[config.mk]
export PLATFORM = sky130hd
export DESIGN_NAME = alarm_unit
export DESIGN_NICKNAME = d
export VERILOG_FILES = /design/src/rtl/alarm_pkg.sv /design/src/rtl/alarm_bcd_counter.sv /design/src/rtl/alarm_unit.sv
export SDC_FILE = /design/constraint.sdc
export NUM_CORES = 1
export LEC_CHECK = 0
export BUFFER_PORTS_ARGS = -buffer_cell sky130_fd_sc_hd__buf_2
export CAP_MARGIN = 25
export CORE_MARGIN = 2
export CORE_UTILIZATION = 35
export DETAILED_ROUTE_END_ITERATION = 10
export GPL_ROUTABILITY_DRIVEN = 0
export RECOVER_POWER = 25
export SYNTH_ARGS = -nofsm -noshare
export SYNTH_HDL_FRONTEND = slang
export SYNTH_HIERARCHICAL = 1
export SYNTH_SLANG_ARGS = --single-unit
export TNS_END_PERCENT = 1
[constraint.sdc]
create_clock -name CLOCK_50 -period 4 [get_ports CLOCK_50]
set_clock_uncertainty 0.15 [all_clocks]
set_input_delay 1 -clock CLOCK_50 [delete_from_list [all_inputs] [get_ports CLOCK_50]]
set_output_delay 1 -clock CLOCK_50 [all_outputs]
set_load 0.005 [all_outputs]
[src/rtl/alarm_pkg.sv]
// Shared definitions for the alarm unit: state encoding, BCD limits,
// power-on alarm time and the BCD step helper.
package alarm_pkg;

  typedef enum logic [1:0] {
    ST_IDLE    = 2'd0,
    ST_ARMED   = 2'd1,
    ST_RINGING = 2'd2,
    ST_SNOOZE  = 2'd3
  } alarm_state_e;

  localparam logic [7:0] MIN_MAX_BCD     = 8'h59;
  localparam logic [7:0] HR_MAX_BCD      = 8'h23;
  localparam logic [7:0] RST_ALM_HR_BCD  = 8'h07;
  localparam logic [7:0] RST_ALM_MIN_BCD = 8'h00;

  // Next two-digit BCD value, wrapping to 00 after max_value.
  function automatic logic [7:0] bcd_step(input logic [7:0] value,
                                          input logic [7:0] max_value);
    logic [7:0] next_v;
    if (value == max_value) begin
      next_v = 8'h00;
    end else if (value[3:0] == 4'd9) begin
      next_v = {value[7:4] + 4'd1, 4'd0};
    end else begin
      next_v = {value[7:4], value[3:0] + 4'd1};
    end
    return next_v;
  endfunction

endpackage

[src/rtl/alarm_bcd_counter.sv]
// Two-digit BCD wrap counter used for the alarm hour and minute fields.
module alarm_bcd_counter
  import alarm_pkg::*;
#(
  parameter logic [7:0] MAX_BCD = 8'h59,
  parameter logic [7:0] RST_BCD = 8'h00
) (
  input  logic       CLOCK_50,
  input  logic       RST,
  input  logic       inc,
  output logic [3:0] tens,
  output logic [3:0] ones
);

  logic [7:0] value_r;

  // Step the stored value on each accepted increment pulse.
  always_ff @(posedge CLOCK_50 or posedge RST) begin
    if (RST) begin
      value_r <= RST_BCD;
    end else if (inc) begin
      value_r <= bcd_step(value_r, MAX_BCD);
    end
  end

  assign tens = value_r[7:4];
  assign ones = value_r[3:0];

endmodule

[src/rtl/alarm_unit.sv]
// Alarm clock controller: alarm time entry, match detection and ring/snooze FSM.
// Optional snooze behaviour is enabled by defining ALARM_SNOOZE_EN.
module alarm_unit
  import alarm_pkg::*;
#(
  parameter int RING_SECS   = 60,
  parameter int SNOOZE_SECS = 300
) (
  input  logic       CLOCK_50,
  input  logic       RST,
  input  logic       tick_1hz,
  input  logic [3:0] hr1,
  input  logic [3:0] hr0,
  input  logic [3:0] min1,
  input  logic [3:0] min0,
  input  logic [3:0] sec1,
  input  logic [3:0] sec0,
  input  logic       arm,
  input  logic       alm_set,
  input  logic       inc_hr,
  input  logic       inc_min,
  input  logic       stop,
  input  logic       snooze,
  output logic [3:0] alm_hr1,
  output logic [3:0] alm_hr0,
  output logic [3:0] alm_min1,
  output logic [3:0] alm_min0,
  output logic       ringing,
  output logic       led_blink,
  output logic [1:0] state
);

  localparam int CNT_MAX = (RING_SECS > SNOOZE_SECS) ? RING_SECS : SNOOZE_SECS;
  localparam int CNT_W   = $clog2(CNT_MAX + 1);

  alarm_state_e     state_r;
  logic [CNT_W-1:0] ring_cnt_r;
  logic             ringing_r;
  logic             led_blink_r;
  logic             match_s;
  logic             match_r;
  logic             alm_set_r;
  logic             trigger_s;
  logic             alm_set_rise_s;
  logic             inc_hr_s;
  logic             inc_min_s;

`ifdef ALARM_SNOOZE_EN
  logic [CNT_W-1:0] snz_cnt_r;
`else
  logic             unused_snooze_s;
  assign unused_snooze_s = snooze;
`endif

  assign inc_hr_s  = inc_hr & alm_set;
  assign inc_min_s = inc_min & alm_set;

  alarm_bcd_counter #(.MAX_BCD(HR_MAX_BCD), .RST_BCD(RST_ALM_HR_BCD)) u_hr_cnt (
    .CLOCK_50 (CLOCK_50),
    .RST      (RST),
    .inc      (inc_hr_s),
    .tens     (alm_hr1),
    .ones     (alm_hr0)
  );

  alarm_bcd_counter #(.MAX_BCD(MIN_MAX_BCD), .RST_BCD(RST_ALM_MIN_BCD)) u_min_cnt (
    .CLOCK_50 (CLOCK_50),
    .RST      (RST),
    .inc      (inc_min_s),
    .tens     (alm_min1),
    .ones     (alm_min0)
  );

  assign match_s = arm & ~alm_set
                 & ({hr1, hr0} == {alm_hr1, alm_hr0})
                 & ({min1, min0} == {alm_min1, alm_min0})
                 & (sec1 == 4'd0) & (sec0 == 4'd0);

  // Edges of match and alm_set; a trigger fires once per rising match.
  assign trigger_s      = match_s & ~match_r;
  assign alm_set_rise_s = alm_set & ~alm_set_r;

  // Delayed copies used for edge detection.
  always_ff @(posedge CLOCK_50 or posedge RST) begin
    if (RST) begin
      match_r   <= 1'b0;
      alm_set_r <= 1'b0;
    end else begin
      match_r   <= match_s;
      alm_set_r <= alm_set;
    end
  end

  // Main alarm FSM with registered ringing and blink outputs.
  always_ff @(posedge CLOCK_50 or posedge RST) begin
    if (RST) begin
      state_r     <= ST_IDLE;
      ring_cnt_r  <= '0;
      ringing_r   <= 1'b0;
      led_blink_r <= 1'b0;
`ifdef ALARM_SNOOZE_EN
      snz_cnt_r   <= '0;
`endif
    end else if (!arm) begin
      state_r     <= ST_IDLE;
      ring_cnt_r  <= '0;
      ringing_r   <= 1'b0;
      led_blink_r <= 1'b0;
`ifdef ALARM_SNOOZE_EN
      snz_cnt_r   <= '0;
`endif
    end else begin
      case (state_r)
        ST_IDLE: begin
          state_r <= ST_ARMED;
        end
        ST_ARMED: begin
          if (trigger_s) begin
            state_r     <= ST_RINGING;
            ring_cnt_r  <= CNT_W'(RING_SECS);
            ringing_r   <= 1'b1;
            led_blink_r <= 1'b0;
          end
        end
        ST_RINGING: begin
          if (stop || alm_set_rise_s) begin
            state_r     <= ST_ARMED;
            ring_cnt_r  <= '0;
            ringing_r   <= 1'b0;
            led_blink_r <= 1'b0;
`ifdef ALARM_SNOOZE_EN
          end else if (snooze) begin
            state_r     <= ST_SNOOZE;
            snz_cnt_r   <= CNT_W'(SNOOZE_SECS);
            ring_cnt_r  <= '0;
            ringing_r   <= 1'b0;
            led_blink_r <= 1'b0;
`endif
          end else if (tick_1hz) begin
            if (ring_cnt_r <= CNT_W'(1)) begin
              state_r     <= ST_ARMED;
              ring_cnt_r  <= '0;
              ringing_r   <= 1'b0;
              led_blink_r <= 1'b0;
            end else begin
              ring_cnt_r  <= ring_cnt_r - CNT_W'(1);
              led_blink_r <= ~led_blink_r;
            end
          end
        end
        ST_SNOOZE: begin
`ifdef ALARM_SNOOZE_EN
          if (stop || alm_set_rise_s) begin
            state_r   <= ST_ARMED;
            snz_cnt_r <= '0;
          end else if (tick_1hz) begin
            if (snz_cnt_r <= CNT_W'(1)) begin
              state_r     <= ST_RINGING;
              snz_cnt_r   <= '0;
              ring_cnt_r  <= CNT_W'(RING_SECS);
              ringing_r   <= 1'b1;
              led_blink_r <= 1'b0;
            end else begin
              snz_cnt_r <= snz_cnt_r - CNT_W'(1);
            end
          end
`else
          state_r <= ST_ARMED;
`endif
        end
        default: begin
          state_r     <= ST_IDLE;
          ring_cnt_r  <= '0;
          ringing_r   <= 1'b0;
          led_blink_r <= 1'b0;
        end
      endcase
    end
  end

  assign state     = state_r;
  assign ringing   = ringing_r;
  assign led_blink = led_blink_r;

endmodule

=== Word-level counts from Yosys, hierarchy flattened ===
Index checks and enable logic that the tools add are counted.

* Register bits after elaboration: 31
* Input bits: 33
* Output and inout port bits: 20
* Word-level logic and storage cells: 82

* $add $sub $neg: 5
* $lt $le $gt $ge: 1
* Equal/unequal tests: 13
* Muxes and demuxes: 28
* Bitwise logic cells: 13
* Reductions and logical operators: 12

{| class="wikitable"
|+ Operators by type and width
! cell !! number
|-
| 9-bit two-way mux || 5
|-
| 8-bit two-way mux || 4
|-
| 9-bit one-hot mux with 2 select lines || 1
|-
| 4-bit by 1-bit adder with 4-bit output (second input constant) || 4
|-
| 8-bit equality test || 2
|-
| 1-bit two-way mux || 10
|-
| 2-bit two-way mux || 5
|-
| 1-bit AND || 9
|-
| 9-bit by 1-bit less-or-equal comparator with 1-bit output (second input constant) || 1
|-
| 9-bit by 1-bit subtractor with 9-bit output (second input constant) || 1
|-
| 4-bit equality test (second input constant) || 2
|-
| 8-bit by 6-bit equality test with 1-bit output (second input constant) || 1
|-
| 8-bit by 7-bit equality test with 1-bit output (second input constant) || 1
|-
| 4-bit zero test || 2
|-
| 4-bit inequality test (second input constant) || 2
|-
| 2-bit one-hot mux with 3 select lines || 1
|-
| 3-bit AND reduction || 2
|-
| 2-bit equality test (second input constant) || 2
|-
| 1-bit inverter || 4
|-
| 1-bit one-hot mux with 2 select lines || 2
|-
| 2-bit AND reduction || 2
|-
| 4-bit AND reduction || 1
|-
| 2-bit nonzero test || 2
|-
| 3-bit by 1-bit inequality test with 1-bit output (second input constant) || 1
|-
| other kinds (5) || 5
|}

=== Depth between registers and ports, before layout ===
* Depth after elaboration: 10
* Gate-level depth with buffers: 7
* Gate-level depth less buffers: 7

=== Hierarchy ===
The synthesis kept the hierarchy.

{| class="wikitable"
|+ Modules (own cells, without submodules)
! module !! instances !! cells each !! area each (um^2) !! sequential area each (um^2)
|-
| alarm_unit || 1 || 121 || 1,066.0 || 375.4
|-
| alarm_bcd_counter at u_min_cnt || 1 || 41 || 464.2 || 200.2
|-
| alarm_bcd_counter at u_hr_cnt || 1 || 43 || 444.2 || 203.9
|}

=== Worst setup path before layout ===
No wires, ideal clock.

* Kind: input to register
* Start: in sec1[1]
* End: reg ring_cnt_r[6]
* Arrival time: 2.350 ns
* Data required time: 3.723 ns
* Slack: 1.373 ns
* Stages: 7
* Cell sequence: nor4b_2 -> nand4_1 -> or3_1 -> o21a_4 -> buf_6 -> o21ai_1 -> o31ai_2

* Word-level cells in the longest chain between the ends: 6

{| class="wikitable"
|+ Ends and longest elaborated chain
! item !! line !! text
|-
| start: declaration || alarm_unit.sv:16 || <nowiki>input logic [3:0] sec1,</nowiki>
|-
| 4-bit zero test || alarm_unit.sv:77 || <nowiki>& (sec1 == 4'd0) & (sec0 == 4'd0);</nowiki>
|-
| 1-bit AND (2 in a row) || alarm_unit.sv:77 ||
|-
| 1-bit AND || alarm_unit.sv:80 || <nowiki>assign trigger_s = match_s & ~match_r;</nowiki>
|-
| 3-bit inequality test (no source line) || -- ||
|-
| 3-bit AND reduction (no source line) || -- ||
|-
| end signal: assignment || alarm_unit.sv:120 || <nowiki>ring_cnt_r <= CNT_W'(RING_SECS);</nowiki>
|-
| end signal: assignment || alarm_unit.sv:146 || <nowiki>ring_cnt_r <= ring_cnt_r - CNT_W'(1);</nowiki>
|-
| end: declaration || alarm_unit.sv:37 || <nowiki>logic [CNT_W-1:0] ring_cnt_r;</nowiki>
|}

No other way between the ends.
A chain may end at the register's enable or synchronous reset.

=== Worst setup path after layout ===
* Start: in hr0[2]
* End: reg state_r[0] (netlist: state[0])

* Word-level cells in the longest chain between the ends: 8

{| class="wikitable"
|+ Ends and longest elaborated chain
! item !! line !! text
|-
| start: declaration || alarm_unit.sv:13 || <nowiki>input logic [3:0] hr0,</nowiki>
|-
| 8-bit equality test || alarm_unit.sv:75 || <nowiki>& ({hr1, hr0} == {alm_hr1, alm_hr0})</nowiki>
|-
| 1-bit AND || alarm_unit.sv:75 ||
|-
| 1-bit AND || alarm_unit.sv:76 || <nowiki>& ({min1, min0} == {alm_min1, alm_min0})</nowiki>
|-
| 1-bit AND (2 in a row) || alarm_unit.sv:77 ||
|-
| 1-bit AND || alarm_unit.sv:80 ||
|-
| 3-bit inequality test (no source line) || -- ||
|-
| 3-bit AND reduction (no source line) || -- ||
|-
| end signal: assignment || alarm_unit.sv:97 || <nowiki>state_r <= ST_IDLE;</nowiki>
|-
| end signal: assignment || alarm_unit.sv:105 || <nowiki>state_r <= ST_IDLE;</nowiki>
|-
| end signal: assignment || alarm_unit.sv:115 || <nowiki>state_r <= ST_ARMED;</nowiki>
|-
| end: declaration || alarm_unit.sv:36 || <nowiki>alarm_state_e state_r;</nowiki>
|}

No other way between the ends.

==> flow_metrics.env <==
export IMPL_status="finished, final reports clean"
export IMPL_grtUsageMet2_pct=23.9
export IMPL_r2r_start="u_hr_cnt/value_r[2]"
export IMPL_wirelength_um=4440
export IMPL_synthesis_area_um2=1970
export IMPL_die_area_um2=6260
export IMPL_layout_nets=301
export IMPL_path_max_fanout=3
export IMPL_numCtsBuffers=5
export IMPL_area_growth_pct=20.3
export IMPL_worstSetupPathType="in2reg"
export IMPL_layout_commonest_cell="buf_2"
export IMPL_core_area_um2=5470
export IMPL_ir_drop_v=0.000238
export IMPL_clk_pin_slew_ps=70
export IMPL_antenna_cells=0
export IMPL_dp_hpwl_um=3440
export IMPL_hold_viol=0
export IMPL_post_cts_setup_buffers=0
export IMPL_post_dp_cell_area_um2=2290
export IMPL_r2r_end="state[0]"
export IMPL_min_path_cells=1
export IMPL_clock_sinks=31
export IMPL_start_kind="primary input"
export IMPL_die_height_um=79.1
export IMPL_ys_warnings_count=6
export IMPL_fin_area_um2=2370
export IMPL_drv_slew=0
export IMPL_met1_usage_pct=20.5
export IMPL_setup_viol=0
export IMPL_startpoint="hr0[2]"
export IMPL_drc=0
export IMPL_insertion_delay_ps=290
export IMPL_endpoint_kind="register"
export IMPL_maxCapViolations=0
export IMPL_yosysSeqAreaShare_pct=39.5
export IMPL_synthFlopType="dfrtp_1"
export IMPL_die_w_um=79.1
export IMPL_reg2reg_depth=5
export IMPL_drtIter0Drc=59
export IMPL_grt_pass1_vias=1616
export IMPL_avgSynthCellArea_um2=9.63
export IMPL_syn_inst=205
export IMPL_root_buffer="clkbuf_8"
export IMPL_clockBufferDepth=2
export IMPL_final_antenna_net_count=0
export IMPL_hold_ws_ps=341
export IMPL_synth_edff_count=0
export IMPL_p_leak_nw=1.11
export IMPL_grt_most_used_layer="met2"
export IMPL_max_freq_mhz=374
export IMPL_finalSetupTns_ps=0
export IMPL_critPathCapture="state[0]"
export IMPL_wl_per_cell_um=13.3
export IMPL_antenna_found_initial=0
export IMPL_dp_cells=325
export IMPL_grt_pass1_wl_um=7460
export IMPL_vias_per_cell=4.98
export IMPL_dp_slack_ps=1040
export IMPL_ios=53
export IMPL_grt_overflow=0
export IMPL_ff2ff_setup_slack_ps=1540
export IMPL_syn_nets=246
export IMPL_finalCritPeriodShare_pct=66.9
export IMPL_fillers=572
export IMPL_drive_gt1_share_pct=28.7
export IMPL_track_usage_pct=15.4
export IMPL_arrival_ps=2700
export IMPL_grt_use_met3_pct=5.00
export IMPL_rsz0062_at_grt="no"
export IMPL_grt_max_degree=18
export IMPL_final_cell_mix="49 x buf_2, 28 x dfrtp_1, 16 x inv_1, 14 x nand2_1, 12 x o21ai_1"
export IMPL_worst_slew_pin_slew_ps=602
export IMPL_numPortBuffers=51
export IMPL_min_path_type="reg2reg"
export IMPL_hold_buffers=0
export IMPL_initial_core_util_pct=36.1
export IMPL_synth_cell_type_count=47
export IMPL_fin_ws_ps=1320
export IMPL_ys_seq_elements=31
export IMPL_stdcell_count=333
export IMPL_relSlewSlack_pct=59.8
export IMPL_synthArstFlopShare_pct=100
export IMPL_dr_total_vias=1660
export IMPL_required_ps=4020
export IMPL_rows=27
export IMPL_htree_levels=2
export IMPL_first_pass_iters=4
export IMPL_cts_tree="yes"
export IMPL_ctsResizeCount=0
export IMPL_post_route_min_period_ps=2680
export IMPL_power_density_nw_per_um2=517
metrics by stage:
stage	utilization [%]	total power [mW]
final	43.4	1.23
after global routing	43.4	1.34
after CTS	43.4	1.25
after detailed placement	41.9	0.997
after global placement	41.9	0.988
after floorplan	-	0.832
synth_stat cells, types with 3 or more instances:
cell	count	area share, %
a31oi_1	5	1.6
ha_1	8	5.1
inv_1	16	3.0
nand3_1	4	1.0
o21ai_0	10	2.5
dfrtp_1	28	35
xor2_1	10	4.4
and2_1	5	1.6
dfstp_2	3	4.0
nand2b_1	3	0.95
nand4_1	7	2.2
nand3b_1	3	1.1
nand2_1	14	2.7
nor4_1	4	1.3
xnor2_1	10	4.4
o22ai_1	3	0.95
a21oi_1	6	1.5
nor2_1	10	1.9
nor3_1	5	1.3
a22o_1	3	1.3
o31ai_2	4	2.5
nor2b_1	3	0.95
o21ai_1	12	3.0
critical path, stage by stage:
cell and delay [ps]:
buf_2 100, xor2_1 150, nor4_2 430, nand4_1 210
or4_1 620, and3_1 200
layout make-up:
class                      count  area (um^2)  area share [%]
clock buffer                   5         68.8            2.90
timing repair buffer          51          253            10.6
multi-input combinational    155         1110            46.7
tap                           72         90.1            3.79
inverter                      16         60.1            2.53
sequential                    31          779            32.8
clock inverter                 3         15.0           0.632
worst min path at each step:
stage                   from             to  slack (ps)
2_1_floorplan  ring_cnt_r[8]  ring_cnt_r[8]         310
3_3_place_gp       led_blink      led_blink         310
3_5_place_dp       led_blink      led_blink         330
4_1_cts            led_blink      led_blink         340
5_1_grt            led_blink      led_blink         360
6_report           led_blink      led_blink         340
state kept, by name (all words and copies together), names as in the netlist:
signal and count:
led_blink 1, u_min_cnt/value_r 8, alm_set_r 1, state 2, u_hr_cnt/value_r 8, match_r 1, ring_cnt_r 9, ringing 1
layer usage:
metal	share of wire [%]	wire length (um)
met5	0	0
met4	1.4	63
met3	6.6	291
met2	45	2000
met1	47	2090
where the power goes:
group          leakage, nW  internal, mW  switching [mW]
combinational        0.681         0.232           0.193
sequential           0.384         0.401           0.160
clock               0.0477         0.119           0.122
cells by family (layout without fill, tap and decap cells):
| group | Yosys count | after routing | share of synthesized area, % |
|---|---|---|---|
| xor+xnor | 20 | 20 | 8.87 |
| flops | 31 | 31 | 39.5 |
| mux | 3 | 3 | 1.77 |
| compound gates | 51 | 51 | 17.3 |
| fa+ha+maj | 8 | 8 | 5.07 |
| simple gates | 73 | 73 | 23.1 |
| buf+inv | 19 | 75 | 4.37 |
No activity file was read; power rests on OpenSTA's default activity.
